==> config.mk <==
export PLATFORM = sky130hd
export DESIGN_NAME = xm_mem_stage
export DESIGN_NICKNAME = d
export VERILOG_FILES = /design/src/rtl/xm_mem_stage_pkg.sv /design/src/rtl/xm_mem_stage_wb_select.sv /design/src/rtl/xm_mem_stage.sv
export SDC_FILE = /design/constraint.sdc
export NUM_CORES = 1
export LEC_CHECK = 0
export ABC_AREA = 1
export BUFFER_PORTS_ARGS = -buffer_cell sky130_fd_sc_hd__buf_2
export CAP_MARGIN = 20
export CORE_UTILIZATION = 50
export DETAILED_ROUTE_END_ITERATION = 6
export GPL_ROUTABILITY_DRIVEN = 0
export PLACE_DENSITY = 0.82
export SYNTH_ARGS = -nofsm -noshare
export SYNTH_HDL_FRONTEND = slang
export SYNTH_SLANG_ARGS = --single-unit
==> constraint.sdc <==
create_clock -name clk -period 2.3 [get_ports clk]
set_clock_uncertainty 0.15 [all_clocks]
set_input_delay 0.23 -clock clk [delete_from_list [all_inputs] [get_ports clk]]
set_output_delay 0.23 -clock clk [all_outputs]
set_load 0.03 [all_outputs]
==> src/rtl/xm_mem_stage_pkg.sv <==
// Shared definitions for the XM-bundle memory stage.
// Field offsets, select encodings and the stage state enum.
package xm_mem_stage_pkg;

    localparam int ALU_LSB = 0;
    localparam int IMM_LSB = 32;
    localparam int SEL_LSB = 64;
    localparam int XM_W    = 66;

    typedef enum logic [1:0] {
        SEL_ALU = 2'b00,
        SEL_MEM = 2'b01,
        SEL_IMM = 2'b10,
        SEL_ADD = 2'b11
    } sel_e;

    typedef enum logic [1:0] {
        IDLE = 2'b00,
        MEM  = 2'b01,
        WB   = 2'b10
    } state_e;

    typedef struct packed {
        logic [1:0]  sel;
        logic [31:0] imm;
        logic [31:0] alu;
    } xm_t;

    function automatic xm_t unpack_xm(input logic [XM_W-1:0] v);
        xm_t r;
        r.alu = v[ALU_LSB +: 32];
        r.imm = v[IMM_LSB +: 32];
        r.sel = v[SEL_LSB +: 2];
        return r;
    endfunction

endpackage

==> src/rtl/xm_mem_stage_wb_select.sv <==
// Write-back source mux for the XM memory stage.
// Purely combinational; the ALU+imm sum wraps modulo 2^DATA_W.
module wb_select
    import xm_mem_stage_pkg::*;
#(
    parameter int DATA_W = 32
) (
    input  logic [DATA_W-1:0] alu_i,
    input  logic [DATA_W-1:0] imm_i,
    input  logic [DATA_W-1:0] mem_i,
    input  logic [1:0]        sel_i,
    output logic [DATA_W-1:0] data_o
);

    always_comb begin
        data_o = alu_i;
        unique case (sel_e'(sel_i))
            SEL_ALU: data_o = alu_i;
            SEL_MEM: data_o = mem_i;
            SEL_IMM: data_o = imm_i;
            SEL_ADD: data_o = alu_i + imm_i;
            default: data_o = alu_i;
        endcase
    end

endmodule

==> src/rtl/xm_mem_stage.sv <==
// XM bundle consumer: load handshake, timeout and write-back.
// stall_out depends only on the registered state.
module xm_mem_stage
    import xm_mem_stage_pkg::*;
#(
    parameter int DATA_W  = 32,
    parameter int SEL_W   = 2,
    parameter int TIMEOUT = 15
) (
    input  logic              clk,
    input  logic              rst,
    input  logic [XM_W-1:0]   xm_in,
    input  logic              xm_valid,
    output logic              stall_out,
    output logic              mem_req,
    output logic [DATA_W-1:0] mem_addr,
    input  logic [DATA_W-1:0] mem_rdata,
    input  logic              mem_ack,
    output logic [DATA_W-1:0] wb_data,
    output logic              wb_valid,
    output logic              wb_err
);

    localparam logic [7:0] TMO_LAST = 8'(TIMEOUT - 1);

    logic [DATA_W-1:0] alu_in;
    logic [DATA_W-1:0] imm_in;
    logic [SEL_W-1:0]  sel_in;
    logic [DATA_W-1:0] mux_out;

    state_e            state_q;
    logic [7:0]        cnt_q;
    logic [DATA_W-1:0] alu_q;
    logic              mem_req_q;
    logic [DATA_W-1:0] wb_data_q;
    logic              wb_valid_q;
    logic              wb_err_q;

    assign alu_in = xm_in[ALU_LSB +: DATA_W];
    assign imm_in = xm_in[IMM_LSB +: DATA_W];
    assign sel_in = xm_in[SEL_LSB +: SEL_W];

    wb_select #(
        .DATA_W(DATA_W)
    ) u_wb_select (
        .alu_i (alu_in),
        .imm_i (imm_in),
        .mem_i (mem_rdata),
        .sel_i (sel_in),
        .data_o(mux_out)
    );

    // Single FSM; every output except stall_out is a register.
    always_ff @(posedge clk or negedge rst) begin
        if (!rst) begin
            state_q    <= IDLE;
            cnt_q      <= '0;
            alu_q      <= '0;
            mem_req_q  <= 1'b0;
            wb_data_q  <= '0;
            wb_valid_q <= 1'b0;
            wb_err_q   <= 1'b0;
        end else begin
            wb_valid_q <= 1'b0;
            wb_err_q   <= 1'b0;
            unique case (state_q)
                IDLE, WB: begin
                    if (xm_valid) begin
                        alu_q <= alu_in;
                        cnt_q <= '0;
                        if (sel_in == SEL_MEM) begin
                            state_q   <= MEM;
                            mem_req_q <= 1'b1;
                        end else begin
                            state_q    <= WB;
                            wb_valid_q <= 1'b1;
                            wb_data_q  <= mux_out;
                        end
                    end else begin
                        state_q <= IDLE;
                    end
                end
                MEM: begin
                    if (mem_ack) begin
                        state_q    <= WB;
                        mem_req_q  <= 1'b0;
                        wb_valid_q <= 1'b1;
                        wb_data_q  <= mem_rdata;
                    end else if (cnt_q == TMO_LAST) begin
                        state_q    <= WB;
                        mem_req_q  <= 1'b0;
                        wb_valid_q <= 1'b1;
                        wb_err_q   <= 1'b1;
                        wb_data_q  <= '0;
                    end else begin
                        cnt_q <= cnt_q + 8'd1;
                    end
                end
                default: begin
                    state_q   <= IDLE;
                    mem_req_q <= 1'b0;
                end
            endcase
        end
    end

    assign stall_out = (state_q == MEM);
    assign mem_req   = mem_req_q;
    assign mem_addr  = alu_q;
    assign wb_data   = wb_data_q;
    assign wb_valid  = wb_valid_q;
    assign wb_err    = wb_err_q;

endmodule

==> key figures, run 1 <==
Detailed routing
  • Wire length per cell: approximately 15 µm
  • Vias per inst: approximately 5.2
  • Initial DRT Pass Iterations: 5
  • DRT iter0 DRCs: 624
  • Via Count: between 7000 and 8000
  • Final antenna-violating net count: 0
  • DRC: 0
  • WL final: between 20000 and 25000 µm

Clock network
  • CTS tree: yes
  • Clk buf depth: 2
  • Clock latency on the worst-skew pair: around 0.34 ns
  • Clock root cell: clkbuf_16
  • CTS Buf Count: 9
  • CTS HTree Levels: 3
  • Clock-pin slew on the worst setup and hold paths: around 0.060 ns
  • Sink Count: 77

Placed design
  • Dpl cells: ~1300
  • Cell area after placement: 7480 µm²
  • DP Worst Slack: roughly 0.026 ns
  • Port Buffer Count: between 150 and 200
  • HPWL Detailed: roughly 16000 µm

Critical path
  • CP Capture Type: flip-flop
  • FF-to-FF setup slack: roughly 0.22 ns
  • Crit path arrival time: 2.34 ns
  • Critical Path Fanout Max: 5
  • WP data required: ~2.4 ns
  • WS Path Type: in2reg
  • Setup crit start kind: input pin

Floorplanning
  • Initial Util: about half
  • # rows: approximately 40
  • Core ar.: roughly 13000 µm²
  • Chip height: roughly 120 µm
  • Top Ports: 170
  • Die width: ~120 µm
  • DIE AREA: between 10000 and 15000 µm²

Cells and area
  • Layout cells sized above 1: approximately a quarter
  • Syn-to-layout area delta: 24.8%
  • Layout Cells excl Fill: around 1400
  • Nets: roughly 1300
  • Post-Layout Inst Area: 8060 µm²

Power and ir drop
  • Int Pwr: between 3 and 4 mW
  • VDD IR max: ~330 µV
  • Pwr Density: approximately 660 nW/µm²
  • Net Sw Power: between 2 and 2.5 mW
  • Comb pwr share: between 40% and 50%
  • Leak: approximately 4.6 nW
  • Clock power frac: 27.2%
  • Sequential power share: approximately 33%
  • Final Power: between 5 and 6 mW
  • Net Sw Frac: between 40% and 50%

Logic synthesis
  • Cells after Synth: slightly above 1000
  • #FFs+latches synth: 77
  • Post-synth net total: 1158
  • Synthesized area: approximately 6500 µm²
  • Sequential element share of the synthesized area: 29.8%
  • Syn Area/Cell: roughly 6.3 µm²
  • YS warnings: 0
  • Post-synth cell types: 40

Run
  • Max Cap Viol: 0

STA
  • Final worst setup slack: about 0.080 ns
  • Slew @ Worst Pin: approximately 0.77 ns
  • Final Hold Vio Count: 0
  • Final period utilization: a little under 100%
  • Final Setup Violations: 0
  • RSZ-0062 raised after global routing: no
  • Top achievable clock speed: approximately 0.45 GHz
  • Pins Over Slew Limit: 0
  • Setup tns final: 0 ns
  • Slew HR: around half
  • Fin crit period: ~2.2 ns

Min path
  • Hold Path Class: in2reg

Global routing
  • Largest net degree at the start of global routing: between 60 and 70
  • GRT Total Usage: 31.0%
  • Number of global-route vias before repair: approximately 6600
  • First-pass GRT wire length: between 30000 and 40000 µm
  • GR Overflow Total: 0
  • Initial antenna violation count: 2

Status
  • Outcome: completed
[cells in the mapped netlist]
library cell / instances / share of area [%]
o211ai_1: 6 / 0.70
buf_2: 6 / 0.47
inv_4: 1 / 0.097
o211ai_2: 1 / 0.19
buf_6: 4 / 0.70
clkbuf_8: 2 / 0.43
xnor2_1: 4 / 0.54
ha_1: 33 / 6.4
o21bai_1: 3 / 0.35
or2_2: 3 / 0.29
xor2_1: 2 / 0.27
o31ai_1: 1 / 0.12
dfrtp_1: 77 / 30
or2_1: 1 / 0.097
o221ai_1: 2 / 0.27
nor3_2: 4 / 0.62
o21ai_1: 3 / 0.23
nand2_4: 6 / 1.0
nand3_1: 53 / 4.1
o22ai_1: 1 / 0.097
nor2_2: 4 / 0.39
nand4_1: 3 / 0.29
inv_1: 149 / 8.7
a31oi_1: 3 / 0.29
nor2_1: 80 / 4.7
a21oi_2: 5 / 0.68
nand2_1: 359 / 21
a21oi_4: 1 / 0.25
nand2_2: 21 / 2.0
o21ai_4: 1 / 0.25
inv_2: 18 / 1.0
nand3_2: 8 / 1.2
nor4_1: 1 / 0.097
fa_1: 1 / 0.31
nor2_4: 2 / 0.35
a21oi_1: 84 / 6.5
a21o_1: 1 / 0.12
o21ai_0: 48 / 3.7
clkbuf_1: 16 / 0.93
nand3b_1: 4 / 0.47
[cells in the final DEF, fill, tap and decap left out, types with 3 or more instances in the layout]
cell and instances:
nand2_1 350, buf_2 167, inv_1 149, a21oi_1 80, dfrtp_1 77, nor2_1 75, nand3_1 50, o21ai_0 48
nand2_2 28, ha_1 28, inv_2 18, buf_4 14, dlygate4sd3_1 12, nand3_2 11, a21oi_2 9, clkbuf_16 9
nand2_4 8, nor2_2 6, o211ai_1 6, nor2_4 5, ha_4 5, xnor2_1 4, nand3b_1 4, nor3_2 3
or2_2 3, a31oi_1 3, o21ai_1 3, o21bai_1 3, nand4_1 3
[final timing paths]
check	start	end	depth (start not counted)
max in group asynchronous	rst	mem_addr[31]	3
min in group asynchronous	rst	wb_valid	2
min	mem_rdata[1]	wb_data[1]	3
min reg2reg	cnt_q[7]	cnt_q[7]	1
max	xm_in[15]	wb_data[29]	16
max reg2reg	cnt_q[0]	wb_data[16]	8
[worst max-delay path: stages]
cell	delay [ns]
dlygate4sd3_1	0.53
buf_2	0.15
ha_4	0.26
nand2_2	0.11
inv_1	0.05
nand2_1	0.06
nand2_1	0.09
nand2_1	0.07
nand2_1	0.07
a21oi_2	0.19
nand2_1	0.08
nand2_1	0.05
nand3_1	0.09
nand2_2	0.12
nand2_1	0.07
a21oi_2	0.11
[what timing repair did]
action | 4_1_cts | 5_1_grt
buffers inserted | 0 | 0
gates resized for setup | 0 | 34
hold buffers | 13 | 0
hold endpoints to repair | 70 | 0
endpoints found under the setup margin | 0 | 20
[registers in the layout, indices dropped and copies added, names as in the netlist]
register,count
mem_req,1
cnt_q,8
wb_data,32
wb_valid,1
wb_err,1
state_q,2
mem_addr,32
[cells by family after synthesis]
logic type               synth area share, %
XOR/XNOR                               0.814
AO/OA/AOI/OAI                           13.8
AND/OR/NAND/NOR                         36.5
buffers and inverters                   12.3
adder cells (fa/ha/maj)                 6.70
flip-flops                              29.8
[power by group through the flow]
| stage | Combinational, mW | Clock [mW] | Sequential [mW] |
|---|---|---|---|
| floorplan | 0.944 | 0 | 2.18 |
| global placement | 2.01 | 0 | 1.74 |
| detailed placement | 2.04 | 0 | 1.74 |
| CTS | 2.06 | 1.45 | 1.72 |
| global route | 2.34 | 1.53 | 1.74 |
| finish | 2.13 | 1.44 | 1.72 |
[metrics by stage]
| step | utilization [%] | hold slack (ns) |
|---|---|---|
| 5_1_grt | 63.9 | 0.0145 |
| 3_5_place_dp | 59.3 | 0.203 |
| 4_1_cts | 62.6 | 0.00140 |
| 2_1_floorplan | - | -0.216 |
| 3_3_place_gp | 59.3 | 0.207 |
| 6_report | 63.9 | 0.000954 |
[area by class of cell]
cell class,instances,area [µm²]
repair buffers,195,1090
clock buffers,12,246
well taps,172,215
clock inverters,4,47.5
flip-flops and latches,77,1930
diodes,2,5.00
inverters,168,633
multi-input cells,749,3890
fillers,1163,4560
[metal layers]
metal | routed length (µm) | vias to the layer above | GRT usage, % | part of all wire, %
met1 | 8770 | 3281 | 41.9 | 44
li1 | - | 3544 | - | -
met5 | 0 | - | 0 | 0
met2 | 9210 | 312 | 49.7 | 46
met4 | 532 | 0 | 10.8 | 2.6
met3 | 1620 | 43 | 6.17 | 8.1
Note: power is estimated with default switching activity, not from simulation.
==> run 2: changes to the inputs <==
- ABC_AREA: 1 -> unset
- PLACE_DENSITY: 0.82 -> 0.84
==> key figures, run 2 <==
Status
  • Outcome: complete, but fails checks
  • Failing checks: hold timing, setup timing

Clock network
  • Clock root cell: clkbuf_16
  • Clock latency on the worst-skew pair: 0.35 ns
  • CTS tree: yes
  • Clk buf depth: 2
  • CTS Buf Count: 9
  • Sink Count: 77
  • Clock-pin slew on the worst setup and hold paths: around 0.07 ns
  • CTS HTree Levels: 3

Floorplanning
  • Chip height: roughly 110 µm
  • DIE AREA: ~12000 µm²
  • # rows: 38
  • Initial Util: about half
  • Top Ports: between 150 and 200
  • Core ar.: around 11000 µm²
  • Die width: 109 µm

Logic synthesis
  • Synthesized area: about 5700 µm²
  • YS warnings: 0
  • Top cells by count, synth: nand2_1 (132), dfrtp_1 (77), nor2_1 (58), a21oi_1 (48), o21ai_0 (35)
  • Top post-synthesis cells by area: dfrtp_1 (34%), nand2_1 (8.7%), ha_1 (7.3%), a21oi_1 (4.2%), nor2_1 (3.8%)
  • Post-synth EDFFs: 0
  • Post-synth top flop: dfrtp_1
  • Most frequent cell after synthesis: nand2_1
  • FFs w/ async S/R, synth: 100%
  • Synth top area share: between 30% and 40%
  • Syn Area/Cell: between 8 and 9 µm²
  • Post-synth top area cell: dfrtp_1
  • Post-synth cell types: 74
  • Sequential element share of the synthesized area: 33.9%
  • #FFs+latches synth: 77
  • Post-synth net total: between 800 and 900
  • Cells after Synth: between 600 and 700

Global routing
  • Number of global-route vias before repair: 6848
  • Initial antenna violation count: 2
  • GRT Total Usage: around 38%
  • Largest net degree at the start of global routing: 64
  • GR Overflow Total: 0
  • First-pass GRT wire length: 34000 µm

Min path
  • Hold path depth: 3
  • Hold Path Class: in2reg
  • Hold path startpoint: mem_rdata[8]
  • Worst hold endpoint: wb_data[8]

Critical path
  • Setup crit start kind: input pin
  • WP data required: 2.36 ns
  • Critical Path Fanout Max: 3
  • CP Capture Type: flip-flop
  • Crit path arrival time: ~2.6 ns
  • Worst R2R Path Depth: 11
  • Start of the worst register-to-register path: cnt_q[0]
  • FF-to-FF setup slack: -0.09 ns
  • WS Path Type: in2reg
  • FF-to-FF End: wb_data[25]

Placed design
  • HPWL Detailed: roughly 15000 µm
  • Cell area after placement: around 7500 µm²
  • Port Buffer Count: about 170

Detailed routing
  • Vias per inst: ~6.4
  • DRT iter0 DRCs: 934
  • DRC: 0
  • Via Count: between 7000 and 8000
  • Initial DRT Pass Iterations: 7
  • Wire length per cell: approximately 21 µm
  • Final antenna-violating net count: 0
  • WL final: about 24000 µm

STA
  • Final period utilization: 109%
  • Top achievable clock speed: slightly below 0.4 GHz
  • Fin crit period: 2.52 ns
  • Slew @ Worst Pin: between 0.8 and 0.9 ns
  • Slew HR: 42.4%
  • Final worst setup slack: -0.216 ns
  • Final Setup Violations: 14
  • Pins Over Slew Limit: 0
  • Final Hold Vio Count: 1
  • RSZ-0062 raised after global routing: yes
  • Final hold slack: -0.00615 ns

Cells and area
  • Syn-to-layout area delta: 47.2%
  • Nets: about 1100
  • Layout cells sized above 1: between 30% and 40%
  • Most common cell after layout, fill and taps aside: buf_2
  • Commonest non-fill, non-tap cells in the layout: buf_2 (166), nand2_1 (132), buf_4 (130)
  • Post-Layout Inst Area: 8370 µm²

Run
  • Max Cap Viol: 0

Power and ir drop
  • VDD IR max: roughly 420 µV
  • Leak: approximately 4.2 nW
  • Pwr Density: ~660 nW/µm²
-- run 2: cell types whose count changed in the layout (fill, tap and decap cells not counted), moves of 21 or more --
cell	delta
nand2_2	-28
inv_1	-136
a21o_1	+24
buf_4	+116
nand3_1	-38
nand2_1	-218
o21ai_0	-21
a21oi_1	-40
-- run 2: worst max-delay path: stages --
cell and delay [ns]:
buf_8 0.10, ha_4 0.24, a21o_1 0.20, or3_4 0.41, o2111ai_4 0.23, a21oi_2 0.10
or3_4 0.38, xor2_1 0.16, a222oi_1 0.37, a211oi_1 0.16
-- run 2: final cells by class --
cell class | count | area (µm²)
clock buffer | 9 | 225
multi-input combinational | 553 | 3810
sequential | 77 | 1930
inverter | 15 | 60.1
timing repair inverter | 1 | 7.51
tap | 140 | 175
timing repair buffer | 324 | 2100
antenna | 2 | 5.00
fill | 706 | 2610
clock inverter | 7 | 63.8
-- run 2: routing by layer --
metal | routed length, µm | GRT usage, %
met1 | 8500 | 47.0
met2 | 10900 | 60.5
met3 | 2950 | 7.77
met4 | 1640 | 22.4
met5 | 0 | 0
-- run 2: logic make-up after synthesis --
kind of cell / count (synthesis) / synth area share [%]
adders and majority gates: 34 / 7.61
AOI/OAI and AO/OA: 202 / 24.5
and+or+nand+nor: 267 / 21.3
DFF: 77 / 33.9
muxes: 23 / 4.20
buffers and inverters: 51 / 4.36
xor gates and xnor gates: 27 / 4.16
-- run 2: worst max path at each step --
stage | startpoint | endpoint | cells past startpoint
after global routing | xm_in[37] | wb_data[14] | 10
after floorplan | xm_in[5] | wb_data[14] | 9
after CTS | xm_in[18] | wb_data[29] | 11
after detailed placement | xm_in[6] | wb_data[29] | 11
final | xm_in[37] | wb_data[14] | 10
after global placement | xm_in[6] | wb_data[29] | 11
-- run 2: what timing repair did --
action	CTS	global route
hold endpoints to repair	83	1
cloned	0	1
setup buffers	0	5
pin swaps	0	19
hold buffers	23	1
setup endpoints to repair	14	19
gates resized for setup	12	47
-- run 2: power by group --
group          total [mW]  leakage [nW]  internal, mW  switching [mW]
clock network        1.44         0.137         0.759           0.677
registers            1.70         0.944          1.57           0.131
logic                2.36          3.13         0.910            1.45
-- run 2: metrics by stage --
stage	power [mW]	cells	util (%)	TNS [ns]	setup WS, ns
floorplan	2.97	681	-	-0.151	-0.0799
global placement	3.76	1080	68.6	-4.82	-0.678
detailed placement	3.81	1080	68.6	-5.37	-0.668
CTS	5.28	1119	73.8	-0.0332	-0.0174
global route	5.72	1128	76.2	-2.69	-0.370
finish	5.50	1128	76.2	-1.06	-0.216
==> run 3: changes to the inputs <==
- BUFFER_PORTS_ARGS: -buffer_cell sky130_fd_sc_hd__buf_2 -> unset
- DONT_BUFFER_PORTS: unset -> 1
- PLACE_DENSITY: 0.84 -> 0.71
==> key figures, run 3 (synthesized netlist as in run 2, its figures left out) <==
Detailed routing
  • Initial DRT Pass Iterations: 5
  • Final antenna-violating net count: 0
  • DRC: 0
  • Wire length per cell: 21.6 µm
  • Via Count: 6192
  • Vias per inst: 6.43
  • DRT iter0 DRCs: 580
  • WL final: 20800 µm

Floorplanning
  • # rows: 38
  • DIE AREA: between 10000 and 15000 µm²
  • Top Ports: between 150 and 200
  • Die width: between 100 and 150 µm
  • Initial Util: about half
  • Chip height: roughly 110 µm
  • Core ar.: around 11000 µm²

Clock network
  • Clock latency on the worst-skew pair: around 0.35 ns
  • CTS HTree Levels: 3
  • Sink Count: a little under 80
  • CTS tree: yes
  • Clk buf depth: 2
  • Clock-pin slew on the worst setup and hold paths: roughly 0.070 ns
  • CTS Buf Count: 9
  • Clock root cell: clkbuf_16

Placed design
  • Cell area after placement: between 6000 and 7000 µm²
  • HPWL Detailed: between 10000 and 15000 µm
  • DP Worst Slack: -0.334 ns
  • Dpl cells: roughly 870
  • Port Buffer Count: 0

Power and ir drop
  • Pwr Density: approximately 670 nW/µm²
  • Leak: between 3 and 4 nW
  • VDD IR max: between 600 and 700 µV

STA
  • RSZ-0062 raised after global routing: yes
  • Slew @ Worst Pin: roughly 0.69 ns
  • Final worst setup slack: -0.0270 ns
  • Slew HR: ~54%
  • Final Hold Vio Count: 0
  • Fin crit period: 2.33 ns
  • Pins Over Slew Limit: 0
  • Final Setup Violations: 3
  • Final period utilization: 101%
  • Top achievable clock speed: 0.430 GHz

Global routing
  • First-pass GRT wire length: roughly 32000 µm
  • GRT Total Usage: 35.4%
  • Initial antenna violation count: 0
  • Largest net degree at the start of global routing: 78
  • Number of global-route vias before repair: ~6300
  • GR Overflow Total: 0

Critical path
  • Crit path arrival time: roughly 2.4 ns
  • CP top delay family: simple AND/OR/NAND/NOR gates
  • Slowest CP cell: dfrtp_1
  • CP cell instances: inv_2, ha_4, nand4b_1, nor4_2, buf_4, o21ai_2, and2_4, buf_8, a22o_4, nor4_4, mux2_4, nor2_1
  • WS Path Type: reg2reg
  • CP Capture Type: flip-flop
  • Max stage delay on crit path: 0.39 ns
  • WP data required: 2.39 ns
  • Critical Path Fanout Max: 5
  • Setup crit start kind: flip-flop
  • CP Buf/Inv Count: 3

Cells and area
  • Most common cell after layout, fill and taps aside: nand2_1
  • Commonest non-fill, non-tap cells in the layout: nand2_1 (132), buf_4 (86), dfrtp_1 (77)
  • Antenna cell count: 0
  • Fin util: 69.8%
  • Layout Cells excl Fill: ~960
  • Post-Layout Inst Area: 7660 µm²
  • Nets: roughly 950
  • Layout cells sized above 1: 19.6%
  • Syn-to-layout area delta: 34.8%

Status
  • Outcome: complete, but fails checks
  • Failing checks: setup timing

Run
  • Max Cap Viol: 0

Min path
  • Hold Path Class: in2reg
-- run 3: power breakdown --
group | internal, mW | total (mW) | switching, mW | leakage [nW]
Sequential | 1.56 | 2.17 | 0.607 | 0.944
Combinational | 0.705 | 1.47 | 0.761 | 2.48
Clock | 0.857 | 1.51 | 0.654 | 0.151
Total | 3.12 | 5.14 | 2.02 | 3.57
-- run 3: per-layer routing --
| layer | wire length, µm | GRT usage, % | vias to the layer above |
|---|---|---|---|
| met4 | 651 | 16.3 | 0 |
| met3 | 2370 | 10.2 | 62 |
| met2 | 9870 | 59.9 | 372 |
| li1 | - | - | 2757 |
| met5 | 0 | 0 | - |
| met1 | 7870 | 41.4 | 3001 |
-- run 3: worst reg2reg max path: cells and delay by family (launching register included) --
family / cells / cell delay [ns]
adders and majority gates: 1 / 0.12
and+or+nand+nor: 5 / 0.68
DFF: 1 / 0.39
AOI/OAI and AO/OA: 2 / 0.33
buffers and inverters: 3 / 0.37
muxes: 1 / 0.18
-- run 3: stage by stage --
step / hold WS (ns) / power, mW / TNS, ns
after floorplan: -0.216 / 2.97 / -0.151
after global placement: -0.213 / 3.34 / -2.66
after detailed placement: -0.213 / 3.38 / -2.94
after CTS: 0.00703 / 5.03 / -0.0791
after global routing: 0.0150 / 5.34 / -0.744
final: 0.00757 / 5.14 / -0.0403
-- run 3: what timing repair did --
action / CTS / global route
pin swaps: 2 / 8
setup endpoints to repair: 5 / 19
gates cloned: 0 / 2
hold buffers: 71 / 0
buffers inserted: 1 / 5
hold endpoints to repair: 143 / 0
resized for setup: 6 / 28
-- run 3: path summary, 6_finish.rpt --
kind                       startpoint            to  slack [ns]  depth (start not counted)
min                         xm_in[17]   wb_data[17]       0.008                          2
max reg2reg                  cnt_q[0]   wb_data[25]       -0.03                         12
max                          cnt_q[0]   wb_data[25]       -0.03                         12
min reg2reg                  cnt_q[7]      cnt_q[7]        0.42                          2
max in group asynchronous         rst  mem_addr[18]        1.39                          2
min in group asynchronous         rst      cnt_q[7]        0.28                          2
-- run 3: cell type report --
class	count	area, µm²
Clock buffer	9	225
Clock inverter	7	82.6
Fill cell	819	3320
Inverter	15	61.3
Multi-Input combinational cell	553	3710
Sequential cell	77	1930
Tap cell	140	175
Timing Repair Buffer	162	1480
